--- config.mk ---
export PLATFORM = sky130hd
export DESIGN_NAME = btn_step
export DESIGN_NICKNAME = d
export VERILOG_FILES = /design/src/rtl/btn_step.sv
export SDC_FILE = /design/constraint.sdc
export NUM_CORES = 1
export LEC_CHECK = 0
export ABC_CLOCK_PERIOD_IN_PS = 2940
export CAP_MARGIN = 30
export CORE_UTILIZATION = 40
export CTS_CLUSTER_SIZE = 25
export DETAILED_ROUTE_END_ITERATION = 10
export GPL_TIMING_DRIVEN = 0
export PLACE_DENSITY = 0.54
export SLEW_MARGIN = 20
export SYNTH_ARGS = -nofsm -noshare
export SYNTH_HDL_FRONTEND = slang
export SYNTH_SLANG_ARGS = --single-unit
--- constraint.sdc ---
create_clock -name clk -period 2.94 [get_ports clk]
set_input_delay 0.588 -clock clk [delete_from_list [all_inputs] [get_ports clk]]
set_output_delay 0.588 -clock clk [all_outputs]
set_load 0.02 [all_outputs]
--- src/rtl/btn_step.sv ---
// Pushbutton debounce and step generator: synchronises the raw active-low key,
// filters bounce, and emits one clean btn_out pulse (plus press strobe) per step.
module btn_step #(
    parameter int DEBOUNCE_CYCLES = 500000,
    parameter int REPEAT_EN       = 1,
    parameter int REPEAT_DELAY    = 25000000,
    parameter int REPEAT_PERIOD   = 10000000,
    parameter int PULSE_WIDTH     = 1000
) (
    input  logic clk,
    input  logic rst_n,
    input  logic btn_n,
    output logic btn_out,
    output logic press,
    output logic held
);

    localparam int MAX_A = (DEBOUNCE_CYCLES > REPEAT_DELAY) ? DEBOUNCE_CYCLES : REPEAT_DELAY;
    localparam int MAX_B = (REPEAT_PERIOD > PULSE_WIDTH) ? REPEAT_PERIOD : PULSE_WIDTH;
    localparam int MAX_P = (MAX_A > MAX_B) ? MAX_A : MAX_B;
    localparam int CW    = $clog2(MAX_P) + 1;

    localparam logic [CW-1:0] DB_C     = CW'(DEBOUNCE_CYCLES);
    localparam logic [CW-1:0] RD_LAST  = CW'(REPEAT_DELAY - 1);
    localparam logic [CW-1:0] RP_LAST  = CW'(REPEAT_PERIOD - 1);
    localparam logic [CW-1:0] PW_C     = CW'(PULSE_WIDTH);
    localparam logic [CW-1:0] ONE_C    = CW'(1);

    typedef enum logic [2:0] {
        IDLE,
        DB_PRESS,
        HELD,
        REPEAT,
        DB_RELEASE
    } state_t;

    state_t        state_q, state_d;
    logic [CW-1:0] cnt_q, cnt_d;
    logic [CW-1:0] pcnt_q, pcnt_d;
    logic          sync1_q, sync2_q;
    logic          held_q, held_d;
    logic          press_q;
    logic          btn_out_q, btn_out_d;
    logic          step;
    logic          s;

    assign s = sync2_q;

    // Synchroniser flops idle at 1 so a key held through reset still needs a full debounce.
    always_ff @(posedge clk or negedge rst_n) begin
        if (!rst_n) begin
            sync1_q <= 1'b1;
            sync2_q <= 1'b1;
        end else begin
            sync1_q <= btn_n;
            sync2_q <= sync1_q;
        end
    end

    always_ff @(posedge clk or negedge rst_n) begin
        if (!rst_n) begin
            state_q   <= IDLE;
            cnt_q     <= '0;
            pcnt_q    <= '0;
            held_q    <= 1'b0;
            press_q   <= 1'b0;
            btn_out_q <= 1'b0;
        end else begin
            state_q   <= state_d;
            cnt_q     <= cnt_d;
            pcnt_q    <= pcnt_d;
            held_q    <= held_d;
            press_q   <= step;
            btn_out_q <= btn_out_d;
        end
    end

    // A release seen in HELD/REPEAT takes priority over a coincident repeat step.
    always_comb begin
        state_d = state_q;
        cnt_d   = cnt_q;
        held_d  = held_q;
        step    = 1'b0;
        case (state_q)
            IDLE: begin
                cnt_d = '0;
                if (!s) begin
                    state_d = DB_PRESS;
                    cnt_d   = ONE_C;
                end
            end
            DB_PRESS: begin
                if (s) begin
                    state_d = IDLE;
                    cnt_d   = '0;
                end else if (cnt_q == DB_C) begin
                    step    = 1'b1;
                    held_d  = 1'b1;
                    state_d = HELD;
                    cnt_d   = '0;
                end else begin
                    cnt_d = cnt_q + ONE_C;
                end
            end
            HELD: begin
                if (s) begin
                    state_d = DB_RELEASE;
                    cnt_d   = ONE_C;
                end else if (REPEAT_EN != 0 && cnt_q == RD_LAST) begin
                    step    = 1'b1;
                    state_d = REPEAT;
                    cnt_d   = '0;
                end else if (REPEAT_EN != 0) begin
                    cnt_d = cnt_q + ONE_C;
                end else begin
                    cnt_d = '0;
                end
            end
            REPEAT: begin
                if (s) begin
                    state_d = DB_RELEASE;
                    cnt_d   = ONE_C;
                end else if (cnt_q == RP_LAST) begin
                    step  = 1'b1;
                    cnt_d = '0;
                end else begin
                    cnt_d = cnt_q + ONE_C;
                end
            end
            DB_RELEASE: begin
                if (!s) begin
                    state_d = HELD;
                    cnt_d   = '0;
                end else if (cnt_q == DB_C) begin
                    held_d  = 1'b0;
                    state_d = IDLE;
                    cnt_d   = '0;
                end else begin
                    cnt_d = cnt_q + ONE_C;
                end
            end
            default: begin
                state_d = IDLE;
                cnt_d   = '0;
            end
        endcase
    end

    // btn_out is the registered form of (pcnt != 0), so it stays high PULSE_WIDTH cycles.
    always_comb begin
        pcnt_d    = pcnt_q;
        btn_out_d = 1'b0;
        if (step) begin
            pcnt_d    = PW_C;
            btn_out_d = 1'b1;
        end else if (pcnt_q != '0) begin
            pcnt_d    = pcnt_q - ONE_C;
            btn_out_d = (pcnt_q > ONE_C);
        end
    end

    assign btn_out = btn_out_q;
    assign press   = press_q;
    assign held    = held_q;

endmodule

==> summary.txt, run 1 <==
Power and ir drop
  • Leakage power of the design: about 1.6 nW
  • Cell-internal power: approximately 1.3 mW
  • Switching power of the nets: roughly 350 µW
  • Share of power burned in the clock network: between 40% and 50%
  • P per Cell Area: approximately 450 nW/µm²
  • Switching power share of the total: a little over a fifth
  • Power share of the sequential group: about 51%
  • Largest vdd supply drop: 215.6 µV
  • Combinational Power Share: about 2.8%

Drt
  • Number of search-and-repair iterations in the first detailed-routing pass: 4
  • DRC: 0
  • Mean routed wirelength per cell: 15.52 µm
  • Initial detailed-routing violation count: 79
  • Number of nets with antenna violations after detailed routing: 0
  • Total wirelength of the detailed-routed design: between 7000 and 8000 µm
  • Via-to-Cell Ratio: 5.594
  • Total number of vias: between 2k and 3k

Die
  • Horizontal extent of the die: 92.15 µm
  • Core footprint: ~7800 µm²
  • Standard-cell row count: 32
  • Initial core utilization: roughly two fifths
  • Area of the die: approximately 8500 µm²
  • I/O pin total: 6
  • Height of the die: about 92 µm

Timing
  • Post-layout minimum cycle time: about 2.7 ns
  • Final Slew Violations: 0
  • Layout Skew: ~0.0057 ns
  • RSZ-0062 raised after global routing: false
  • Transition time at the pin with the least slew margin: roughly 0.7 ns
  • Achievable clock frequency: about 370 MHz
  • Hold violation count in the final report: 0
  • Final clock period utilization by the worst path: 92.83%
  • Relative max-transition margin: about 53%
  • Setup violations, final: 0

Worst setup path
  • Required time of the worst setup path: about 3.2 ns
  • Data arrival time of the worst path: approximately 3 ns
  • Buffering stage count on the worst path with inverters included: 3
  • Largest incremental delay on the critical path: a little over 0.5 ns
  • Max FO, Critical Path: 10
  • Worst R2R Path Depth: 8
  • Worst path top cell family by delay: simple AND/OR/NAND/NOR gates
  • Startpoint kind of the worst setup timing path: flop
  • Number of stages on the worst setup path: 8
  • Type of the setup path with the least slack: flop to flop
  • Cells along the critical path: or4_1 > buf_2 > or3_1 > buf_6 > o31ai_4 > buf_6 > nor4_1 > or3_1
  • Critical path capture point type: flop
  • Worst path slowest cell: sky130_fd_sc_hd__or4_1

Clock tree
  • Clock buffers created by TritonCTS: 9
  • Clk slew on worst S/H paths: roughly 0.06 ns
  • TritonCTS clock tree: yes
  • Buffer count from post-CTS setup fixing: 0
  • Number of H-tree levels: 3
  • Clock tree root driver cell: sky130_fd_sc_hd__clkbuf_8
  • Number of buffers between clock root and the deepest sink: 2
  • Clock tree sinks: 60
  • Clock insertion delay at the later pin of the skew report: approximately 0.34 ns

Synthesis
  • Top FF cell, synth: sky130_fd_sc_hd__dfrtp_1
  • Synthesized net count: around 350
  • Count of flip-flops with a built-in enable after synthesis: 0
  • Netlist area before placement: 3251 µm²
  • Synth warnings: 0
  • Number of instances in the synthesized netlist: around 340
  • Sequential-to-total area share from yosys stat: between 40 and 50%
  • Post-synthesis register bit count: 60
  • Post-synth ARST share: 100.0%
  • Count of cell types in the netlist: 51
  • Mean Syn Cell Area: between 9 and 10 µm²

Layout
  • Area added between synthesis and finish: 12.97%
  • Final net count: ~360
  • Footprint of the multi-input gates: 1653 µm²
  • Non-filler cells, final: between 400 and 500
  • Ant. Diodes: 0
  • Register area: between 1500 and 2000 µm²
  • Post-route cell area: around 3700 µm²
  • Filler Cells Inserted: 763
  • Share of post-route cells with drive strength above 1: ~10%

Placement
  • Final GP Congestion: around 0.76
  • Half-perimeter wire length of the detailed placement result: about 4900 µm
  • Number of buffers added on ports: 5
  • Number of cells in the design after placement: roughly 450
  • Placed Area: 3463 µm²

Global routing
  • Total global-route track usage: between 10% and 20%
  • Pin count of the biggest net entering global routing: 46
  • Wire length of the first global-routing pass: ~12000 µm
  • Aggregate global routing overflow: 0
  • Vias in the first global route: ~2.4k
  • Number of antenna violations at the first check in global routing: 0

Run
  • Max cap viols: 0

Worst hold path
  • Hold/Removal Path Class: primary input to asynchronous set/reset pin

Run status
  • Status: completed
placed cells by master (no fill, tap or decap), types with 3 or more instances in the layout:
cell type                         netlist  final
sky130_fd_sc_hd__or3_1                  7      7
sky130_fd_sc_hd__nand2_1               14     14
sky130_fd_sc_hd__clkbuf_8               0     11
sky130_fd_sc_hd__nand4_1               10     10
sky130_fd_sc_hd__nor2_1                49     49
sky130_fd_sc_hd__nor3_1                11     11
sky130_fd_sc_hd__and4_1                 6      6
sky130_fd_sc_hd__or3b_1                 3      3
sky130_fd_sc_hd__xor2_1                21     21
sky130_fd_sc_hd__nor4_1                 7      6
sky130_fd_sc_hd__buf_2                  1      3
sky130_fd_sc_hd__inv_1                  8      8
sky130_fd_sc_hd__clkbuf_1              10     10
sky130_fd_sc_hd__nor3b_1                4      4
sky130_fd_sc_hd__nand3_1               16     16
sky130_fd_sc_hd__xnor2_1                9      9
sky130_fd_sc_hd__o21ai_0                6      6
sky130_fd_sc_hd__or2_2                  7      7
sky130_fd_sc_hd__o31ai_1               13     13
sky130_fd_sc_hd__clkdlybuf4s50_1        0      4
sky130_fd_sc_hd__dfrtp_1               58     58
sky130_fd_sc_hd__nand2b_1               3      3
sky130_fd_sc_hd__ha_1                   4      4
sky130_fd_sc_hd__or4_1                 15     15
sky130_fd_sc_hd__a21oi_1               16     16
cell families after synthesis:
kind of cell | after synthesis | share of synthesized area (%)
simple gates | 168 | 28.71
flops | 60 | 46.27
compound gates | 53 | 12.13
xor+xnor | 30 | 8.083
buf+inv | 23 | 3.272
fa+ha+maj | 4 | 1.540
worst reg2reg max path, cell delays in order (launching register included):
cell and delay [ns]:
sky130_fd_sc_hd__dfrtp_1 0.40, sky130_fd_sc_hd__or4_1 0.51, sky130_fd_sc_hd__buf_2 0.17, sky130_fd_sc_hd__or3_1 0.40, sky130_fd_sc_hd__buf_6 0.15, sky130_fd_sc_hd__o31ai_4 0.39
sky130_fd_sc_hd__buf_6 0.21, sky130_fd_sc_hd__nor4_1 0.05, sky130_fd_sc_hd__or3_1 0.35
stage by stage:
step | setup WS (ns) | power, mW | utilization (%) | hold slack (ns) | setup TNS (ns)
after global routing | 0.05751 | 1.703 | 47.04 | 0.1236 | 0
final | 0.2108 | 1.635 | 47.04 | 0.1159 | 0
after global placement | -0.8058 | 0.8955 | 43.91 | 0.3475 | -48.12
after detailed placement | -0.1045 | 0.8994 | 44.36 | 0.3490 | -1.424
after CTS | 0.05800 | 1.659 | 46.92 | 0.1163 | 0
after floorplan | 0.4365 | 0.8689 | - | 0.2924 | 0
final cells by class:
cell class,instances,area share (%)
buffer,14,2.044
clock buffer,14,4.429
clock inverter,2,0.9540
inverter,8,0.8177
multi-input combinational,255,45.01
sequential,60,40.95
tap,102,3.475
timing repair buffer,8,2.317
final timing paths:
kind                       slack, ns  startpoint         end
max                             0.21  pcnt_q[20]   pcnt_q[7]
min                             0.12       rst_n  pcnt_q[16]
max reg2reg                     0.21  pcnt_q[20]   pcnt_q[7]
min reg2reg                     0.36     sync1_q           s
max in group asynchronous       2.27       rst_n           s
min in group clk                0.36     sync1_q           s
state kept, by name (all words and copies together) (netlist names):
name     cells
btn_out      1
cnt_q       26
held         1
pcnt_q      26
press        1
s            1
state_q      3
sync1_q      1
per-layer routing:
layer | vias up | track usage [%] | wire length (µm)
met3 | 11 | 2.985 | 235
met1 | 1255 | 28.44 | 3820
met4 | 0 | 7.422 | 117
met2 | 46 | 26.55 | 3012
met5 | - | 0 | 0
li1 | 1278 | - | -
what timing repair did:
item / CTS / global route
endpoints found under the hold margin: 0 / 0
setup endpoints to repair: 20 / 25
resized for setup: 2 / 2
hold buffers: 0 / 0
pin swaps: 0 / 1
cells in the mapped netlist (all sizes together) (2+ instances only):
cell type | count | share of area [%]
nor4b | 3 | 0.81
or2 | 8 | 1.5
clkbuf | 10 | 1.2
nand4b | 2 | 0.54
nor2b | 2 | 0.38
nor2 | 49 | 5.7
o41a | 2 | 0.69
nor3 | 11 | 1.7
nand2 | 14 | 1.6
xor2 | 21 | 5.7
or4 | 15 | 3.5
dfrtp | 58 | 45
nand3b | 2 | 0.46
o21ai | 6 | 0.92
nor4 | 7 | 1.3
inv | 8 | 0.92
xnor2 | 9 | 2.4
or3 | 7 | 1.3
o31ai | 15 | 4.3
dfstp | 2 | 1.6
and3 | 2 | 0.38
o31a | 2 | 0.54
o32ai | 2 | 0.54
nand4 | 10 | 1.9
buf | 5 | 1.2
or3b | 3 | 0.81
nor3b | 4 | 0.92
a21oi | 16 | 2.5
ha | 4 | 1.5
and4 | 6 | 1.6
nand3 | 16 | 2.5
nand2b | 3 | 0.58
power groups by stage:
stage | clock network, mW | registers [mW] | logic [mW]
floorplan | 0 | 0.850 | 0.0187
global placement | 0 | 0.852 | 0.0440
detailed placement | 0 | 0.851 | 0.0481
CTS | 0.775 | 0.836 | 0.0483
global route | 0.814 | 0.836 | 0.0531
finish | 0.753 | 0.836 | 0.0460
(Power assumes the default switching activity.)
==> run 2, diff against run 1 <==
--- a/config.mk
+++ b/config.mk
@@ -5,13 +5,14 @@
 export SDC_FILE = /design/constraint.sdc
 export NUM_CORES = 1
 export LEC_CHECK = 0
-export ABC_CLOCK_PERIOD_IN_PS = 2940
+export ABC_CLOCK_PERIOD_IN_PS = 2400
 export CAP_MARGIN = 30
 export CORE_UTILIZATION = 40
 export CTS_CLUSTER_SIZE = 25
 export DETAILED_ROUTE_END_ITERATION = 10
 export GPL_TIMING_DRIVEN = 0
-export PLACE_DENSITY = 0.54
+export PLACE_DENSITY = 0.57
+export SKIP_LAST_GASP = 1
 export SLEW_MARGIN = 20
 export SYNTH_ARGS = -nofsm -noshare
 export SYNTH_HDL_FRONTEND = slang
==> constraint.sdc (replaced) <==
create_clock -name clk -period 2.4 [get_ports clk]
set_input_delay 0.48 -clock clk [delete_from_list [all_inputs] [get_ports clk]]
set_output_delay 0.48 -clock clk [all_outputs]
set_load 0.02 [all_outputs]
==> run 2 against run 1 <==
Against the previous run:
- first-iteration DRC count is 25% higher
- critical path depth is 2 lower
- fmax is 16% higher
- non-clock buffer count is 17 higher
- register-to-register slack worse by 0.17 ns
- hold slack better by 0.24 ns
- global-route usage is 0.50 points lower
- largest cell class unchanged
==> summary.txt, run 2 (synthesis gave the netlist of run 1 again) <==
Run status
  • Status: completed

Power and ir drop
  • Leakage power of the design: 1.725 nW (+6.3%)
  • Power consumption: 2.071 mW (+27%)
  • P per Cell Area: 532.8 nW/µm² (+20%)
  • Largest vdd supply drop: 473.8 µV (+120%)

Layout
  • Area added between synthesis and finish: 19.59%
  • Filler Cells Inserted: 717 (-6.0%)
  • Non-filler cells, final: 480 (+3.7%)
  • Register area: 1504 µm² (unchanged)
  • Post-layout utilization of the core: 49.79% (+2.8 points)
  • Post-route cell area: 3887 µm² (+5.9%)
  • Final net count: 380 (+4.7%)
  • Commonest non-fill, non-tap cell in the layout: sky130_fd_sc_hd__dfrtp_1
  • Commonest cells after routing, fill and taps aside: 58 x sky130_fd_sc_hd__dfrtp_1, 49 x sky130_fd_sc_hd__nor2_1, 21 x sky130_fd_sc_hd__xor2_1
  • Footprint of the multi-input gates: 1710 µm² (+3.5%)
  • Registers with the most flip-flops: cnt_q: 26 flops, pcnt_q: 26 flops, state_q: 3 flops
  • Ant. Diodes: 0 (unchanged)
  • Share of post-route cells with drive strength above 1: 17.46% (+7.2 points)

Timing
  • Final clock period utilization by the worst path: 98.29% (+5.5 points)
  • Final Slew Violations: 0 (unchanged)
  • Transition time at the pin with the least slew margin: 0.6463 ns (-0.04760 ns)
  • RSZ-0062 raised after global routing: true
  • Layout Skew: 0.009248 ns (+0.003510 ns)
  • Post-layout minimum cycle time: 2.359 ns (-0.3703 ns)
  • Relative max-transition margin: 56.58% (+3.2 points)
  • Setup violations, final: 0 (unchanged)
  • Hold violation count in the final report: 0 (unchanged)
  • Achievable clock frequency: 423.9 MHz (+16%)
  • Post-layout worst setup margin: 0.04113 ns (-0.1697 ns)
  • Post-Route Hold Slack: 0.3532 ns (+0.2373 ns)
  • Setup TNS: 0 ns (unchanged)

Worst setup path
  • Required time of the worst setup path: 2.67 ns (-0.48 ns)
  • Data arrival time of the worst path: 2.63 ns (-0.31 ns)
  • Max FO, Critical Path: 7 (-3)
  • Type of the setup path with the least slack: flop to flop
  • Startpoint kind of the worst setup timing path: flop
  • Critical path capture point type: flop
  • Worst R2R Path Depth: 6 (-2)

Placement
  • Number of cells in the design after placement: 448 (unchanged)
  • Final GP Congestion: 0.7783 (+1.8%)
  • Number of buffers added on ports: 5 (unchanged)
  • Placed Area: 3470 µm² (+0.18%)
  • Half-perimeter wire length of the detailed placement result: 4779 µm (-2.9%)
  • Worst slack at placement: -0.6633 ns (-0.5587 ns)

Die
  • Area of the die: 8491 µm² (unchanged)
  • Core footprint: 7807 µm² (unchanged)
  • Initial core utilization: 41.63% (unchanged)
  • I/O pin total: 6 (unchanged)
  • Horizontal extent of the die: 92.15 µm (unchanged)
  • Standard-cell row count: 32 (unchanged)
  • Height of the die: 92.15 µm (unchanged)

Clock tree
  • Clock tree sinks: 60 (unchanged)
  • Clock buffers created by TritonCTS: 9 (unchanged)
  • Clock tree root driver cell: sky130_fd_sc_hd__clkbuf_8
  • TritonCTS clock tree: yes
  • Clock insertion delay at the later pin of the skew report: 0.34 ns (about the same)
  • Clk slew on worst S/H paths: 0.07 ns (about the same)
  • Number of H-tree levels: 3 (unchanged)
  • Number of buffers between clock root and the deepest sink: 2 (unchanged)

Drt
  • Number of nets with antenna violations after detailed routing: 0 (unchanged)
  • Number of search-and-repair iterations in the first detailed-routing pass: 4 (unchanged)
  • Via-to-Cell Ratio: 5.558 (-0.64%)
  • Mean routed wirelength per cell: 15.23 µm (-1.9%)
  • Total number of vias: 2668 (+3.0%)
  • Initial detailed-routing violation count: 99 (+25%)
  • DRC: 0 (unchanged)
  • Total wirelength of the detailed-routed design: 7310 µm (+1.7%)

Global routing
  • Pin count of the biggest net entering global routing: 49 (+6.5%)
  • Wire length of the first global-routing pass: 12020 µm (-3.0%)
  • Total global-route track usage: 18.30% (-0.50 points)
  • Vias in the first global route: 2523 (+4.4%)
  • Number of antenna violations at the first check in global routing: 0 (unchanged)
  • Aggregate global routing overflow: 0 (unchanged)

Worst hold path
  • Hold/Removal Path Class: flop to flop
  • Cell depth of the worst hold path: 0

Run
  • Max cap viols: 0 (unchanged)
## run 2: cell count changes in the layout (fill, tap and decap cells not counted), moves of 3 or more
| cell | previous run | this run |
|---|---|---|
| sky130_fd_sc_hd__or4_1 | 15 | 12 |
| sky130_fd_sc_hd__clkbuf_1 | 10 | 6 |
| sky130_fd_sc_hd__or4_4 | 0 | 3 |
| sky130_fd_sc_hd__buf_4 | 2 | 19 |
## run 2: worst max-delay path, cell delays in order, from the launching register on
cell                      delay (ns)
sky130_fd_sc_hd__dfrtp_1        0.40
sky130_fd_sc_hd__or4_4          0.52
sky130_fd_sc_hd__buf_4          0.17
sky130_fd_sc_hd__or3_4          0.33
sky130_fd_sc_hd__or2_1          0.23
sky130_fd_sc_hd__or4_4          0.51
sky130_fd_sc_hd__a21oi_2        0.12
## run 2: layout make-up
class	instances	share of cell area, %
Clock inverter	3	1.094
Buffer	12	1.706
Inverter	8	0.7724
Tap cell	102	3.283
Clock buffer	13	4.603
Multi-Input combinational cell	255	44.00
Timing Repair Buffer	27	5.858
Sequential cell	60	38.69
## run 2: path summary, 6_finish.rpt
check | from | to | slack, ns
worst max-delay path | pcnt_q[20] | pcnt_q[25] | 0.04
worst min-delay path | sync1_q | s | 0.35
worst max register to register | pcnt_q[20] | pcnt_q[25] | 0.04
worst min register to register | sync1_q | s | 0.35
max in group asynchronous | rst_n | sync1_q | 1.33
min in group asynchronous | rst_n | cnt_q[3] | 0.53
## run 2: power breakdown
group | internal [mW] | switching (mW) | leakage, nW | total (mW)
Sequential | 1.02 | 0.00582 | 0.827 | 1.02
Clock | 0.591 | 0.396 | 0.112 | 0.988
Combinational | 0.0202 | 0.0397 | 0.787 | 0.0599
## run 2: metal layers
metal	up-vias	wire length, µm	global-route usage [%]
met5	-	0	0
met4	0	104	6.380
met3	11	258	5.473
met2	39	3572	30.47
met1	1312	3374	22.48
li1	1306	-	-
## run 2: timing repair
item                       in CTS  in global routing
hold buffers                    1                  0
resized for setup               9                 14
setup endpoints to repair      48                 28
hold endpoints to repair       12                  0
gates cloned                    1                  0
pin swaps                       5                  8
buffers inserted               11                  6
